<file path="config.mk">
export PLATFORM = sky130hd
export DESIGN_NAME = mips_multicycle_ctrl_flat
export DESIGN_NICKNAME = d
export VERILOG_FILES = /design/src/rtl/mips_ctrl_pkg.sv /design/src/rtl/mips_ctrl_if.sv /design/src/rtl/mips_ctrl_decode.sv /design/src/rtl/mips_multicycle_ctrl.sv /design/src/flat_wrapper.sv
export SDC_FILE = /design/constraint.sdc
export NUM_CORES = 1
export LEC_CHECK = 0
export BUFFER_PORTS_ARGS = -buffer_cell sky130_fd_sc_hd__clkbuf_2
export CAP_MARGIN = 30
export CORE_MARGIN = 4
export CORE_UTILIZATION = 40
export CTS_BUF_LIST = sky130_fd_sc_hd__clkbuf_8
export DETAILED_ROUTE_END_ITERATION = 16
export PLACE_DENSITY = 0.69
export REMOVE_ABC_BUFFERS = 1
export SYNTH_ARGS = -nofsm -noshare
export SYNTH_HDL_FRONTEND = slang
export SYNTH_HIERARCHICAL = 1
export SYNTH_SLANG_ARGS = --single-unit
</file>
<file path="constraint.sdc">
create_clock -name clk -period 1.5 [get_ports clk]
set_input_delay 0.15 -clock clk [delete_from_list [all_inputs] [get_ports clk]]
set_output_delay 0.15 -clock clk [all_outputs]
set_load 0.05 [all_outputs]
</file>
<file path="src/rtl/mips_ctrl_pkg.sv">
// Shared encodings for the multi-cycle MIPS control FSM; MIPS_CTRL_JUMP_EN adds the JUMP state.
// Pure definitions: no logic, no latency, no backpressure.
package mips_ctrl_pkg;

  localparam int OP_W = 6;
  localparam int ST_W = 4;

  typedef enum logic [ST_W-1:0] {
    S_FETCH     = 4'd0,
    S_DECODE    = 4'd1,
    S_MEM_ADDR  = 4'd2,
    S_MEM_READ  = 4'd3,
    S_MEM_WB    = 4'd4,
    S_MEM_WRITE = 4'd5,
    S_EXEC_R    = 4'd6,
    S_R_WB      = 4'd7,
    S_BRANCH    = 4'd8,
    S_JUMP      = 4'd9,
    S_ADDI_EXEC = 4'd10,
    S_ADDI_WB   = 4'd11
  } state_t;

  localparam logic [OP_W-1:0] OP_RTYPE = 6'b000000;
  localparam logic [OP_W-1:0] OP_LW    = 6'b100011;
  localparam logic [OP_W-1:0] OP_SW    = 6'b101011;
  localparam logic [OP_W-1:0] OP_BEQ   = 6'b000100;
  localparam logic [OP_W-1:0] OP_ADDI  = 6'b001000;
  localparam logic [OP_W-1:0] OP_J     = 6'b000010;

  localparam logic [1:0] ALU_ADD   = 2'b00;
  localparam logic [1:0] ALU_SUB   = 2'b01;
  localparam logic [1:0] ALU_FUNCT = 2'b10;

  localparam logic [1:0] SRCB_B       = 2'b00;
  localparam logic [1:0] SRCB_FOUR    = 2'b01;
  localparam logic [1:0] SRCB_IMM     = 2'b10;
  localparam logic [1:0] SRCB_IMM_SH2 = 2'b11;

  localparam logic [1:0] PCSRC_ALU    = 2'b00;
  localparam logic [1:0] PCSRC_ALUOUT = 2'b01;
  localparam logic [1:0] PCSRC_JUMP   = 2'b10;

  typedef struct packed {
    logic       pc_write;
    logic       pc_write_cond;
    logic       i_or_d;
    logic       mem_read;
    logic       mem_write;
    logic       ir_write;
    logic       mem_to_reg;
    logic       reg_dst;
    logic       reg_write;
    logic       alu_src_a;
    logic [1:0] alu_src_b;
    logic [1:0] alu_op;
    logic [1:0] pc_source;
    logic       instr_done;
  } ctrl_word_t;

endpackage

</file>
<file path="src/rtl/mips_ctrl_if.sv">
// Control bundle between the FSM (master) and the datapath (slave).
// Opcode flows in, selects/strobes flow out; no handshake.
interface mips_ctrl_if;
  import mips_ctrl_pkg::*;

  logic [OP_W-1:0] opcode;
  logic            pc_write;
  logic            pc_write_cond;
  logic            i_or_d;
  logic            mem_read;
  logic            mem_write;
  logic            ir_write;
  logic            mem_to_reg;
  logic            reg_dst;
  logic            reg_write;
  logic            alu_src_a;
  logic [1:0]      alu_src_b;
  logic [1:0]      alu_op;
  logic [1:0]      pc_source;
  logic            instr_done;
  logic            illegal_op;
  logic [ST_W-1:0] state;

  modport master (
    input  opcode,
    output pc_write, pc_write_cond, i_or_d, mem_read, mem_write, ir_write,
           mem_to_reg, reg_dst, reg_write, alu_src_a, alu_src_b, alu_op,
           pc_source, instr_done, illegal_op, state
  );

  modport slave (
    output opcode,
    input  pc_write, pc_write_cond, i_or_d, mem_read, mem_write, ir_write,
           mem_to_reg, reg_dst, reg_write, alu_src_a, alu_src_b, alu_op,
           pc_source, instr_done, illegal_op, state
  );

endinterface

</file>
<file path="src/rtl/mips_ctrl_decode.sv">
// Combinational state -> control word decoder (Moore outputs, zero latency, no backpressure).
// JUMP state decode exists only with MIPS_CTRL_JUMP_EN; unused codes decode to all-zero.
module mips_ctrl_decode
  import mips_ctrl_pkg::*;
(
  input  state_t     state_i,
  output ctrl_word_t cw_o
);

  always_comb begin
    cw_o = '0;
    case (state_i)
      S_FETCH: begin
        cw_o.mem_read  = 1'b1;
        cw_o.ir_write  = 1'b1;
        cw_o.pc_write  = 1'b1;
        cw_o.alu_src_b = SRCB_FOUR;
        cw_o.alu_op    = ALU_ADD;
        cw_o.pc_source = PCSRC_ALU;
      end
      // Branch target computed speculatively so BRANCH can use ALUOut.
      S_DECODE: begin
        cw_o.alu_src_b = SRCB_IMM_SH2;
        cw_o.alu_op    = ALU_ADD;
      end
      S_MEM_ADDR, S_ADDI_EXEC: begin
        cw_o.alu_src_a = 1'b1;
        cw_o.alu_src_b = SRCB_IMM;
        cw_o.alu_op    = ALU_ADD;
      end
      S_MEM_READ: begin
        cw_o.mem_read = 1'b1;
        cw_o.i_or_d   = 1'b1;
      end
      S_MEM_WB: begin
        cw_o.reg_write  = 1'b1;
        cw_o.mem_to_reg = 1'b1;
        cw_o.instr_done = 1'b1;
      end
      S_MEM_WRITE: begin
        cw_o.mem_write  = 1'b1;
        cw_o.i_or_d     = 1'b1;
        cw_o.instr_done = 1'b1;
      end
      S_EXEC_R: begin
        cw_o.alu_src_a = 1'b1;
        cw_o.alu_src_b = SRCB_B;
        cw_o.alu_op    = ALU_FUNCT;
      end
      S_R_WB: begin
        cw_o.reg_write  = 1'b1;
        cw_o.reg_dst    = 1'b1;
        cw_o.instr_done = 1'b1;
      end
      S_BRANCH: begin
        cw_o.alu_src_a     = 1'b1;
        cw_o.alu_src_b     = SRCB_B;
        cw_o.alu_op        = ALU_SUB;
        cw_o.pc_write_cond = 1'b1;
        cw_o.pc_source     = PCSRC_ALUOUT;
        cw_o.instr_done    = 1'b1;
      end
      S_ADDI_WB: begin
        cw_o.reg_write  = 1'b1;
        cw_o.instr_done = 1'b1;
      end
`ifdef MIPS_CTRL_JUMP_EN
      S_JUMP: begin
        cw_o.pc_write   = 1'b1;
        cw_o.pc_source  = PCSRC_JUMP;
        cw_o.instr_done = 1'b1;
      end
`endif
      default: cw_o = '0;
    endcase
  end

endmodule

</file>
<file path="src/rtl/mips_multicycle_ctrl.sv">
// Multi-cycle MIPS main control FSM: state register, next-state, sticky illegal_op; outputs Moore.
// Latency lw 5 / sw,R,addi 4 / beq,j 3 cycles; no backpressure. MIPS_CTRL_JUMP_EN enables j.
module mips_multicycle_ctrl
  import mips_ctrl_pkg::*;
(
  input  logic              clk,
  input  logic              rst,
  mips_ctrl_if.master       ctrl_if
);

  state_t     state_q;
  logic       illegal_q;
  ctrl_word_t cw;
  ctrl_word_t cw_g;

  always_ff @(posedge clk or posedge rst) begin
    if (rst) begin
      state_q   <= S_FETCH;
      illegal_q <= 1'b0;
    end else begin
      case (state_q)
        S_FETCH: state_q <= S_DECODE;
        S_DECODE: begin
          case (ctrl_if.opcode)
            OP_LW, OP_SW: state_q <= S_MEM_ADDR;
            OP_RTYPE:     state_q <= S_EXEC_R;
            OP_BEQ:       state_q <= S_BRANCH;
            OP_ADDI:      state_q <= S_ADDI_EXEC;
`ifdef MIPS_CTRL_JUMP_EN
            OP_J:         state_q <= S_JUMP;
`endif
            default: begin
              state_q   <= S_FETCH;
              illegal_q <= 1'b1;
            end
          endcase
        end
        // Opcode is resampled here; anything other than lw/sw abandons the access.
        S_MEM_ADDR: begin
          if (ctrl_if.opcode == OP_LW)      state_q <= S_MEM_READ;
          else if (ctrl_if.opcode == OP_SW) state_q <= S_MEM_WRITE;
          else                              state_q <= S_FETCH;
        end
        S_MEM_READ:  state_q <= S_MEM_WB;
        S_EXEC_R:    state_q <= S_R_WB;
        S_ADDI_EXEC: state_q <= S_ADDI_WB;
        default:     state_q <= S_FETCH;
      endcase
    end
  end

  mips_ctrl_decode u_decode (
    .state_i (state_q),
    .cw_o    (cw)
  );

  // FETCH decodes to active strobes, so reset must mask them combinationally.
  assign cw_g = rst ? '0 : cw;

  assign ctrl_if.pc_write      = cw_g.pc_write;
  assign ctrl_if.pc_write_cond = cw_g.pc_write_cond;
  assign ctrl_if.i_or_d        = cw_g.i_or_d;
  assign ctrl_if.mem_read      = cw_g.mem_read;
  assign ctrl_if.mem_write     = cw_g.mem_write;
  assign ctrl_if.ir_write      = cw_g.ir_write;
  assign ctrl_if.mem_to_reg    = cw_g.mem_to_reg;
  assign ctrl_if.reg_dst       = cw_g.reg_dst;
  assign ctrl_if.reg_write     = cw_g.reg_write;
  assign ctrl_if.alu_src_a     = cw_g.alu_src_a;
  assign ctrl_if.alu_src_b     = cw_g.alu_src_b;
  assign ctrl_if.alu_op        = cw_g.alu_op;
  assign ctrl_if.pc_source     = cw_g.pc_source;
  assign ctrl_if.instr_done    = cw_g.instr_done;
  assign ctrl_if.illegal_op    = illegal_q;
  assign ctrl_if.state         = state_q;

endmodule

</file>
<file path="src/flat_wrapper.sv">
// flat-port wrapper written by rule: the top's interface ports become plain ports
module mips_multicycle_ctrl_flat import mips_ctrl_pkg::*;
  (clk, rst, ctrl_if_opcode, ctrl_if_pc_write, ctrl_if_pc_write_cond, ctrl_if_i_or_d, ctrl_if_mem_read, ctrl_if_mem_write, ctrl_if_ir_write, ctrl_if_mem_to_reg, ctrl_if_reg_dst, ctrl_if_reg_write, ctrl_if_alu_src_a, ctrl_if_alu_src_b, ctrl_if_alu_op, ctrl_if_pc_source, ctrl_if_instr_done, ctrl_if_illegal_op, ctrl_if_state);
  mips_ctrl_if ctrl_if_i ();
  input  logic clk;
  input  logic rst;
  input wire logic [$bits(ctrl_if_i.opcode)-1:0] ctrl_if_opcode;
  output wire logic [$bits(ctrl_if_i.pc_write)-1:0] ctrl_if_pc_write;
  output wire logic [$bits(ctrl_if_i.pc_write_cond)-1:0] ctrl_if_pc_write_cond;
  output wire logic [$bits(ctrl_if_i.i_or_d)-1:0] ctrl_if_i_or_d;
  output wire logic [$bits(ctrl_if_i.mem_read)-1:0] ctrl_if_mem_read;
  output wire logic [$bits(ctrl_if_i.mem_write)-1:0] ctrl_if_mem_write;
  output wire logic [$bits(ctrl_if_i.ir_write)-1:0] ctrl_if_ir_write;
  output wire logic [$bits(ctrl_if_i.mem_to_reg)-1:0] ctrl_if_mem_to_reg;
  output wire logic [$bits(ctrl_if_i.reg_dst)-1:0] ctrl_if_reg_dst;
  output wire logic [$bits(ctrl_if_i.reg_write)-1:0] ctrl_if_reg_write;
  output wire logic [$bits(ctrl_if_i.alu_src_a)-1:0] ctrl_if_alu_src_a;
  output wire logic [$bits(ctrl_if_i.alu_src_b)-1:0] ctrl_if_alu_src_b;
  output wire logic [$bits(ctrl_if_i.alu_op)-1:0] ctrl_if_alu_op;
  output wire logic [$bits(ctrl_if_i.pc_source)-1:0] ctrl_if_pc_source;
  output wire logic [$bits(ctrl_if_i.instr_done)-1:0] ctrl_if_instr_done;
  output wire logic [$bits(ctrl_if_i.illegal_op)-1:0] ctrl_if_illegal_op;
  output wire logic [$bits(ctrl_if_i.state)-1:0] ctrl_if_state;
  assign ctrl_if_i.opcode = ctrl_if_opcode;
  assign ctrl_if_pc_write = ctrl_if_i.pc_write;
  assign ctrl_if_pc_write_cond = ctrl_if_i.pc_write_cond;
  assign ctrl_if_i_or_d = ctrl_if_i.i_or_d;
  assign ctrl_if_mem_read = ctrl_if_i.mem_read;
  assign ctrl_if_mem_write = ctrl_if_i.mem_write;
  assign ctrl_if_ir_write = ctrl_if_i.ir_write;
  assign ctrl_if_mem_to_reg = ctrl_if_i.mem_to_reg;
  assign ctrl_if_reg_dst = ctrl_if_i.reg_dst;
  assign ctrl_if_reg_write = ctrl_if_i.reg_write;
  assign ctrl_if_alu_src_a = ctrl_if_i.alu_src_a;
  assign ctrl_if_alu_src_b = ctrl_if_i.alu_src_b;
  assign ctrl_if_alu_op = ctrl_if_i.alu_op;
  assign ctrl_if_pc_source = ctrl_if_i.pc_source;
  assign ctrl_if_instr_done = ctrl_if_i.instr_done;
  assign ctrl_if_illegal_op = ctrl_if_i.illegal_op;
  assign ctrl_if_state = ctrl_if_i.state;
  mips_multicycle_ctrl u_core (.clk(clk), .rst(rst), .ctrl_if(ctrl_if_i));
endmodule
</file>
==> results of run 1 <==
[power breakdown]
| group | internal [mW] | switching [mW] | leakage [nW] |
|---|---|---|---|
| combinational | 0.386 | 0.476 | 0.440 |
| sequential | 0.156 | 0.0349 | 0.0562 |
| clock | 0.176 | 0.0666 | 0.0269 |
| total | 0.718 | 0.578 | 0.524 |
[per-stage QoR]
stage / TNS (ps) / hold WS (ps) / util, % / cell area [sq um] / total power [mW]
final: -1590 / 191 / 76.8 / 1220 / 1.30
after global routing: -3050 / 229 / 76.8 / 1220 / 1.37
after CTS: -1350 / 79.1 / 73.9 / 1180 / 1.22
after detailed placement: -347 / 268 / 55.4 / 883 / 0.820
after global placement: -12.4 / 256 / 55.4 / 883 / 0.810
after floorplan: -10580 / -71.5 / - / 638 / 0.640
[sequential cells by signal, summed over array words and instances, names as in the netlist]
register                   flops
u_core/ctrl_if.illegal_op      1
u_core/ctrl_if.state           4
[worst paths after layout]
| check | startpoint | end | slack [ps] | cells after the start |
|---|---|---|---|---|
| hold reg to reg | u_core/ctrl_if.illegal_op$_DFFE_PP0P_ | u_core/ctrl_if.illegal_op$_DFFE_PP0P_ | 490 | 1 |
| setup / recovery | u_core/ctrl_if.state[1]$_DFF_PP0_ | ctrl_if_pc_source[0] | -150 | 4 |
| hold / removal | rst | u_core/ctrl_if.state[2]$_DFF_PP0_ | 190 | 2 |
| setup reg to reg | u_core/ctrl_if.state[1]$_DFF_PP0_ | u_core/ctrl_if.state[2]$_DFF_PP0_ | 0 | 5 |
| max in group asynchronous | rst | u_core/ctrl_if.state[1]$_DFF_PP0_ | 1100 | 2 |
| min in group clk | ctrl_if_opcode[2] | u_core/ctrl_if.state[2]$_DFF_PP0_ | 220 | 2 |
[cell families after synthesis]
logic type                count (synthesis)
AOI/OAI and AO/OA                        13
buffers and inverters                    11
xor gates and xnor gates                  5
DFF                                       5
other                                     1
and+or+nand+nor                          53
[metal layers]
layer  up-vias  wire length (um)  share of wire, %  track usage [%]
met3         2                76               3.6             3.31
li1        377                 -                 -                -
met5         -                 0                 0                0
met1       367               931                45             20.1
met4         0                14              0.67             4.15
met2        26              1070                51             32.2
[final cells by class]
cell class / count / share of cell area, %
clock buffers: 3 / 3.37
clock inverters: 1 / 0.306
inverters: 1 / 0.306
multi-input cells: 72 / 49.5
flip-flops and latches: 5 / 10.6
well taps: 24 / 2.45
repair buffers: 42 / 33.4
[timing repair]
action                                  4_1_cts  5_1_grt
pin swaps                                     3        1
buffers inserted                              4        0
endpoints found under the hold margin         0        0
endpoints found under the setup margin       17       18
resized for setup                            54       16
[synthesized netlist by cell type (2+ instances only)]
library cell and count:
nand2_1 4, nand3_1 2, nor3_1 2, buf_2 3
o211ai_1 2, nand3b_1 2, nor4_1 2, buf_4 5
nor4b_1 2, dfrtp_1 5, nor2_1 5, a21oi_1 3
xor2_1 4, nand2b_1 2, nor2b_1 20, nor3b_1 2
[worst register-to-register path, stage by stage (launching register included)]
cell and delay, ps:
dfrtp_2 480, buf_6 170, buf_4 160, nor4b_4 280, nand2_2 80, o311ai_2 220
==> metrics, run 1 <==
RSZ-0062 raised after global routing=yes; post-synthesis xor/xnor area fraction=6.21%; arrival time worst endpoint=1500 ps; Post-Syn Instances=88; cell at the root of the clock tree=clkbuf_8; number of levels in the clock H-tree=1; longest individual stage delay on the worst path=480 ps; maximum fanout count along the critical path=7; clock latency reported for the late side of the worst-skew pair=220 ps; Inst Count DP=140; routed wire length=2090 um; clock-pin slew of the registers on the worst-case setup and hold paths=40 ps; Critical-path top delay cell=dfrtp_2; number of placement rows=14; CTS Buffer Depth=2; layout-stage area growth over the synthesis result=73.6%; fraction of final layout cells with drive strength greater than 1=55.6%; standby leakage power=0.524 nW; vias per cell=5.22; actual slew at the worst max-slew pin=946 ps; critical setup path kind=reg -> out; die width=50 um; area leader, netlist=dfrtp_1; Max Clock Freq=605 MHz; highest-count cells in the layout ignoring fill and taps=clkbuf_8 (12), clkbuf_2 (12), nor2b_1 (12), buf_4 (10), buf_8 (7); GP Congestion=0.784; element type at the critical path start=register; HPWL Detailed=1340 um; Pre-antenna DRT Iters=4; number of nets at the end of the flow=133; syn_area_per_cell=8.02 sq um; TritonCTS Sinks=5; run status=finished, violations left; area occupied by multi-input gates=607 sq um; failing checks=negative setup slack; Floorplan Core Area=1590 sq um; CTS tree=built; wire per inst=14.1 um; count of flip-flops with a built-in enable after synthesis=0; Min Clock Period, post-route=1650 ps; total area of sequential cells=130 sq um; Setup WS pre-CTS=-80.8 ps; share of the yosys chip area belonging to registers=17.7%; number of nets with antenna violations after routing=0; global-route wire length before repair=3450 um; combinational family with the most area after synthesis=simple AND/OR/NAND/NOR gates; via total after detailed routing=772; final hold viol count=0; largest net degree at the start of global routing=19; flip-flop and latch count after synthesis=5; cell types with the largest area share after synthesis=dfrtp_1 (18%), nor2b_1 (18%), buf_4 (5.3%), xor2_1 (5.0%), nor4b_4 (3.4%); number of antenna violations at the first check in global routing=0; count of buffers from port buffering=28; filler cell count in the final layout=102; setup-violating endpoint count in the final report=15; Final Instance Count excl. Fillers=148; post-synthesis compound-gate area fraction=13.8%; GRT Resource Usage Total=17.4%; GRT overflow=0; CP cell instances=buf_6 > nor4b_4 > nor2b_4 > buf_8; Async S/R FF share, synth=100%; max-slew violation total from the final report=0; clock skew=1.32 ps; post-layout worst setup margin=-153 ps; number of antenna repair diodes=0; Ports=30; Synth cell types=39; power per cell area=1060 nW/um^2; starting utilization of the core area=44.3%; max-capacitance violation count=0; number of global-route vias before repair=759; Max transition margin=36.8%; class of the worst hold path=in -> async; DRT iter0 DRCs=8; required time reported for the critical path endpoint=1350 ps; multiplexer area fraction after synthesis=0%; CP Buf/Inv Count=2; Die ar.=2500 sq um; simple-gate area share of the yosys netlist=51.6%; final cycle utilization of the critical path=110%; number of CTS-inserted buffers=3; dominant delay contributor by cell family on the critical path=simple AND/OR/NAND/NOR gates; VDD IR-drop max=0.815 mV; critical path endpoint category=output port; Ys Warns=6; proportion of netlist area held by the largest area contributor=17.7%; number of remaining DRC errors=0; predominant post-synthesis flop cell=dfrtp_1; hold bufs inserted after CTS=0; Post-Synth Adder-Cell Area=0%; die extent in y=50 um; post-synth design cell area=706 sq um
Power figures use the tool's default switching activity.
==> inputs of run 2 (changes only) <==
--- a/config.mk
+++ b/config.mk
@@ -13,6 +13,7 @@
 export DETAILED_ROUTE_END_ITERATION = 16
 export PLACE_DENSITY = 0.69
 export REMOVE_ABC_BUFFERS = 1
+export SETUP_SLACK_MARGIN = 0.02
 export SYNTH_ARGS = -nofsm -noshare
 export SYNTH_HDL_FRONTEND = slang
 export SYNTH_HIERARCHICAL = 1
==> metrics, run 2 (same netlist as run 1, synthesis figures left out) <==
GRT Resource Usage Total=17.4% (unchanged); power per cell area=1060 nW/um^2 (about the same); critical setup path kind=reg -> out; Die ar.=2500 sq um (unchanged); setup-violating endpoint count in the final report=15 (unchanged); Min Clock Period, post-route=1650 ps (+0.0780 ps); vias per cell=5.22 (unchanged); maximum fanout count along the critical path=7 (unchanged); RSZ-0062 raised after global routing=yes; final hold viol count=0 (unchanged); TritonCTS Sinks=5 (unchanged); number of nets with antenna violations after routing=0 (unchanged); class of the worst hold path=in -> async; max-capacitance violation count=0 (unchanged); wire per inst=14.1 um (unchanged); number of nets at the end of the flow=133 (unchanged); clock-pin slew of the registers on the worst-case setup and hold paths=40 ps (about the same); required time reported for the critical path endpoint=1350 ps (about the same); number of antenna violations at the first check in global routing=0 (unchanged); failing checks=negative setup slack; arrival time worst endpoint=1500 ps (about the same); starting utilization of the core area=44.3% (unchanged); clock skew=1.32 ps (unchanged); Floorplan Core Area=1590 sq um (unchanged); Ports=30 (unchanged); largest net degree at the start of global routing=19 (unchanged); Critical-path top delay cell=dfrtp_2; number of global-route vias before repair=758 (-0.13%); cell at the root of the clock tree=clkbuf_8; actual slew at the worst max-slew pin=946 ps (unchanged); clock latency reported for the late side of the worst-skew pair=220 ps (about the same); longest individual stage delay on the worst path=480 ps (about the same); DRT iter0 DRCs=8 (unchanged); CTS tree=built; layout-stage area growth over the synthesis result=73.6% (unchanged); die width=50 um (unchanged); fraction of final layout cells with drive strength greater than 1=55.6% (unchanged); routed wire length=2090 um (unchanged); Max Clock Freq=605 MHz (about the same); global-route wire length before repair=3460 um (+0.17%); max-slew violation total from the final report=0 (unchanged); run status=finished, violations left; dominant delay contributor by cell family on the critical path=simple AND/OR/NAND/NOR gates; Pre-antenna DRT Iters=4 (unchanged); final cycle utilization of the critical path=110% (about the same); highest-count cells in the layout ignoring fill and taps=clkbuf_8 (12), clkbuf_2 (12), nor2b_1 (12), buf_4 (10), buf_8 (7); HPWL Detailed=1340 um (unchanged); CP Buf/Inv Count=2 (unchanged); Max transition margin=36.8% (unchanged); CP cell instances=buf_6 > nor4b_4 > nor2b_4 > buf_8; Overall Power=1.30 mW (about the same); number of CTS-inserted buffers=3 (unchanged); count of buffers from port buffering=28 (unchanged); element type at the critical path start=register; number of antenna repair diodes=0 (unchanged); GRT overflow=0 (unchanged); number of remaining DRC errors=0 (unchanged); number of levels in the clock H-tree=1 (unchanged); VDD IR-drop max=0.815 mV (about the same); standby leakage power=0.524 nW (unchanged); via total after detailed routing=772 (unchanged); Setup WS pre-CTS=-80.8 ps (unchanged); post-layout worst setup margin=-153 ps (-0.0780 ps); number of placement rows=14 (unchanged); GP Congestion=0.784 (unchanged); die extent in y=50 um (unchanged); critical path endpoint category=output port; max reg flops=4 (unchanged); CTS Buffer Depth=2 (unchanged)
[run 2: what timing repair did]
item,CTS,global route
hold buffers,0,0
pin swaps,3,1
endpoints found under the hold margin,0,0
setup buffers,4,0
resized for setup,54,16
endpoints found under the setup margin,17,18
[run 2: through the flow]
step                utilization [%]  setup TNS [ps]  hold WS, ps  cell area, sq um  cells
detailed placement             55.4            -347          268               883    140
global placement               55.4           -12.4          256               883    140
finish                         76.8           -1590          190              1220    148
CTS                            73.9           -1350         79.1              1180    148
global route                   76.8           -3050          229              1220    148
floorplan                         -          -10580        -71.5               638     78
[run 2: path summary, 6_finish.rpt]
check                                                            from  slack [ps]                                     to  depth (start not counted)
worst max-delay path                u_core/ctrl_if.state[1]$_DFF_PP0_        -150                   ctrl_if_pc_source[0]                          4
worst min-delay path                                              rst         190      u_core/ctrl_if.state[2]$_DFF_PP0_                          2
worst max register to register      u_core/ctrl_if.state[1]$_DFF_PP0_           0      u_core/ctrl_if.state[2]$_DFF_PP0_                          5
worst min register to register  u_core/ctrl_if.illegal_op$_DFFE_PP0P_         490  u_core/ctrl_if.illegal_op$_DFFE_PP0P_                          1
max in group asynchronous                                         rst        1100      u_core/ctrl_if.state[1]$_DFF_PP0_                          2
min in group clk                                    ctrl_if_opcode[2]         220      u_core/ctrl_if.state[2]$_DFF_PP0_                          2
[run 2: area by class of cell]
class	instances	area (sq um)
well taps	24	30.0
inverters	1	3.75
clock buffers	3	41.3
repair buffers	42	409
fillers	102	369
multi-input cells	72	607
clock inverters	1	3.75
flip-flops and latches	5	130
[run 2: power breakdown]
part	internal (mW)	leakage [nW]	total (mW)	switching, mW
sequential	0.156	0.0562	0.191	0.0349
combinational	0.386	0.440	0.862	0.476
clock	0.176	0.0269	0.242	0.0666
total	0.718	0.524	1.30	0.578
[run 2: per-layer routing]
metal / vias to the layer above / global-route usage (%) / wire length, um
met5: - / 0 / 0
met4: 0 / 4.15 / 14
met3: 2 / 3.31 / 76
met2: 26 / 32.2 / 1070
met1: 367 / 20.1 / 931
li1: 377 / - / -
==> inputs of run 3 (changes only) <==
--- a/config.mk
+++ b/config.mk
@@ -11,7 +11,7 @@
 export CORE_UTILIZATION = 40
 export CTS_BUF_LIST = sky130_fd_sc_hd__clkbuf_8
 export DETAILED_ROUTE_END_ITERATION = 16
-export PLACE_DENSITY = 0.69
+export PLACE_DENSITY = 0.78
 export REMOVE_ABC_BUFFERS = 1
 export SETUP_SLACK_MARGIN = 0.02
 export SYNTH_ARGS = -nofsm -noshare
==> metrics, run 3 (same netlist as run 1, synthesis figures left out) <==
run status=finished, violations left; failing checks=negative setup slack; max-capacitance violation count=0 (unchanged); Final Instance Count excl. Fillers=157 (+6.1%); die extent in y=50 um (unchanged); GR Util met3=4.52% (+1.2 points); die width=50 um (unchanged); post-layout worst setup margin=-231 ps (-77.5 ps); sequential power share=13.1% (-1.7 points); layout-stage area growth over the synthesis result=97.2%; Cells on Worst Hold Path=2; final cycle utilization of the critical path=115% (+5.2 points); Setup WS pre-CTS=-30.3 ps (+50.5 ps); Worst path depth=4 (unchanged); final hold viol count=0 (unchanged); actual slew at the worst max-slew pin=1010 ps (+66.2 ps); vias per cell=5.60 (+7.3%); count of buffers from port buffering=28 (unchanged); Max Clock Freq=578 MHz (-4.5%); power per cell area=1140 nW/um^2 (+7.4%); GRT Resource Usage Total=21.2% (+3.8 points); clock share of power=15.3% (-3.4 points); CP Buf/Inv Count=2 (unchanged); CTS tree=built; number of CTS-inserted buffers=3 (unchanged); starting utilization of the core area=44.3% (unchanged); arrival time worst endpoint=1580 ps (+80 ps); via total after detailed routing=879 (+14%); setup-violating endpoint count in the final report=16 (+1); filler cell count in the final layout=65 (-36%); depth of the worst register-to-register path=5 (unchanged); Min Clock Period, post-route=1730 ps (+77.5 ps); longest individual stage delay on the worst path=460 ps (-20 ps); Pre-antenna DRT Iters=4 (unchanged); number of nets with antenna violations after routing=0 (unchanged); number of antenna violations at the first check in global routing=0 (unchanged); critical setup path kind=reg -> out; clock-pin slew of the registers on the worst-case setup and hold paths=40 ps (about the same); clock latency reported for the late side of the worst-skew pair=220 ps (about the same); Inst Count DP=144 (+2.9%); CP cell instances=buf_6 > nor4b_2 > nor2b_2 > buf_8; Overall Power=1.58 mW (+22%); fraction of power spent switching nets=44.5% (-0.14 points); clock skew=2.83 ps (+1.51 ps); Floorplan Core Area=1590 sq um (unchanged); hold bufs inserted after CTS=0 (unchanged); element type at the critical path start=register; number of levels in the clock H-tree=1 (unchanged); met1 Resource Use GR=23.4% (+3.4 points); CTS Buffer Depth=2 (unchanged); internal power of the cells=0.877 mW (+22%); DRT iter0 DRCs=24 (+16); HPWL Detailed=1300 um (-2.9%); number of global-route vias before repair=836 (+10%); combinational power share=71.6% (+5.1 points); maximum fanout count along the critical path=6 (-1); number of remaining DRC errors=0 (unchanged); wire per inst=19.5 um (+38%); critical path endpoint category=output port; global routing's busiest layer=met2; fraction of final layout cells with drive strength greater than 1=66.2% (+11 points); routed wire length=3070 um (+47%); most common cell after layout, fill and taps aside=buf_6; Die ar.=2500 sq um (unchanged); number of placement rows=14 (unchanged); Max transition margin=32.4% (-4.4 points); Ports=30 (unchanged); cell at the root of the clock tree=clkbuf_8; GRT overflow=0 (unchanged); required time reported for the critical path endpoint=1350 ps (about the same); largest net degree at the start of global routing=19 (unchanged); class of the worst hold path=in -> reg; highest-count cells in the layout ignoring fill and taps=buf_6 (13), clkbuf_2 (12), buf_8 (11), buf_4 (9), clkbuf_8 (8); dominant delay contributor by cell family on the critical path=simple AND/OR/NAND/NOR gates; P_sw=0.703 mW (+22%); global-route wire length before repair=4080 um (+18%); VDD IR-drop max=1.12 mV (+38%); number of antenna repair diodes=0 (unchanged); GP Congestion=0.871 (+11%); Critical-path top delay cell=dfrtp_2; met2 layer usage reported by global route=39.8% (+7.6 points); RSZ-0062 raised after global routing=yes; standby leakage power=0.593 nW (+13%); max-slew violation total from the final report=0 (unchanged); number of nets at the end of the flow=142 (+6.8%); max reg flops=4 (unchanged); TritonCTS Sinks=5 (unchanged)
==> run 3: cell types whose count changed in the layout (fill, tap and decap cells not counted), sizes merged <==
cell and delta:
buf +13, clkbuf -4
==> run 3: worst paths after layout <==
kind / end / from / slack, ps
hold reg to reg: u_core/ctrl_if.illegal_op$_DFFE_PP0P_ / u_core/ctrl_if.illegal_op$_DFFE_PP0P_ / 470
setup reg to reg: u_core/ctrl_if.state[2]$_DFF_PP0_ / u_core/ctrl_if.state[1]$_DFF_PP0_ / 0
setup / recovery: ctrl_if_alu_op[0] / u_core/ctrl_if.state[1]$_DFF_PP0_ / -230
max in group asynchronous: u_core/ctrl_if.state[2]$_DFF_PP0_ / rst / 1040
hold / removal: u_core/ctrl_if.state[2]$_DFF_PP0_ / ctrl_if_opcode[2] / 230
min in group asynchronous: u_core/ctrl_if.state[3]$_DFF_PP0_ / rst / 250
==> run 3: power groups by stage <==
stage	logic (mW)	clock network [mW]	registers, mW
after detailed placement	0.683	0	0.200
after CTS	0.912	0.252	0.203
after global placement	0.671	0	0.197
after global routing	1.17	0.266	0.207
final	1.13	0.242	0.206
after floorplan	0.358	0	0.282
==> run 3: layout make-up <==
cell class	count	area, sq um	area share [%]
clock inverter	1	3.75	0.270
multi-input combinational	72	669	48.1
clock buffer	3	41.3	2.97
timing repair buffer	51	513	36.9
sequential	5	130	9.35
inverter	1	3.75	0.270
tap	24	30.0	2.16
==> run 3: worst register-to-register path: stages (launching register included) <==
cell      delay (ps)
dfrtp_2          460
buf_6            170
buf_6            130
nor4b_4          330
nand2_2           80
o311ai_2         220
==> run 3: stage by stage <==
step	cell area [sq um]	setup TNS [ps]	util, %	hold slack, ps
CTS	1260	-1190	78.8	89.1
global route	1390	-3400	87.3	244
detailed placement	913	-91.0	57.3	262
finish	1390	-2430	87.3	231
floorplan	638	-10580	-	-71.5
global placement	913	0	57.3	251
==> run 3: routing by layer <==
metal / vias to the layer above / part of all wire [%]
met4: 0 / 4.3
met1: 417 / 41
li1: 395 / -
met2: 55 / 48
met3: 12 / 7.2
met5: - / 0
==> run 3: repair_timing <==
action                                  CTS  global route
buffers inserted                          5             3
cloned                                    0             1
resized for setup                        69            31
endpoints found under the setup margin   16            20
pin swaps                                 6             9
hold endpoints to repair                  0             0
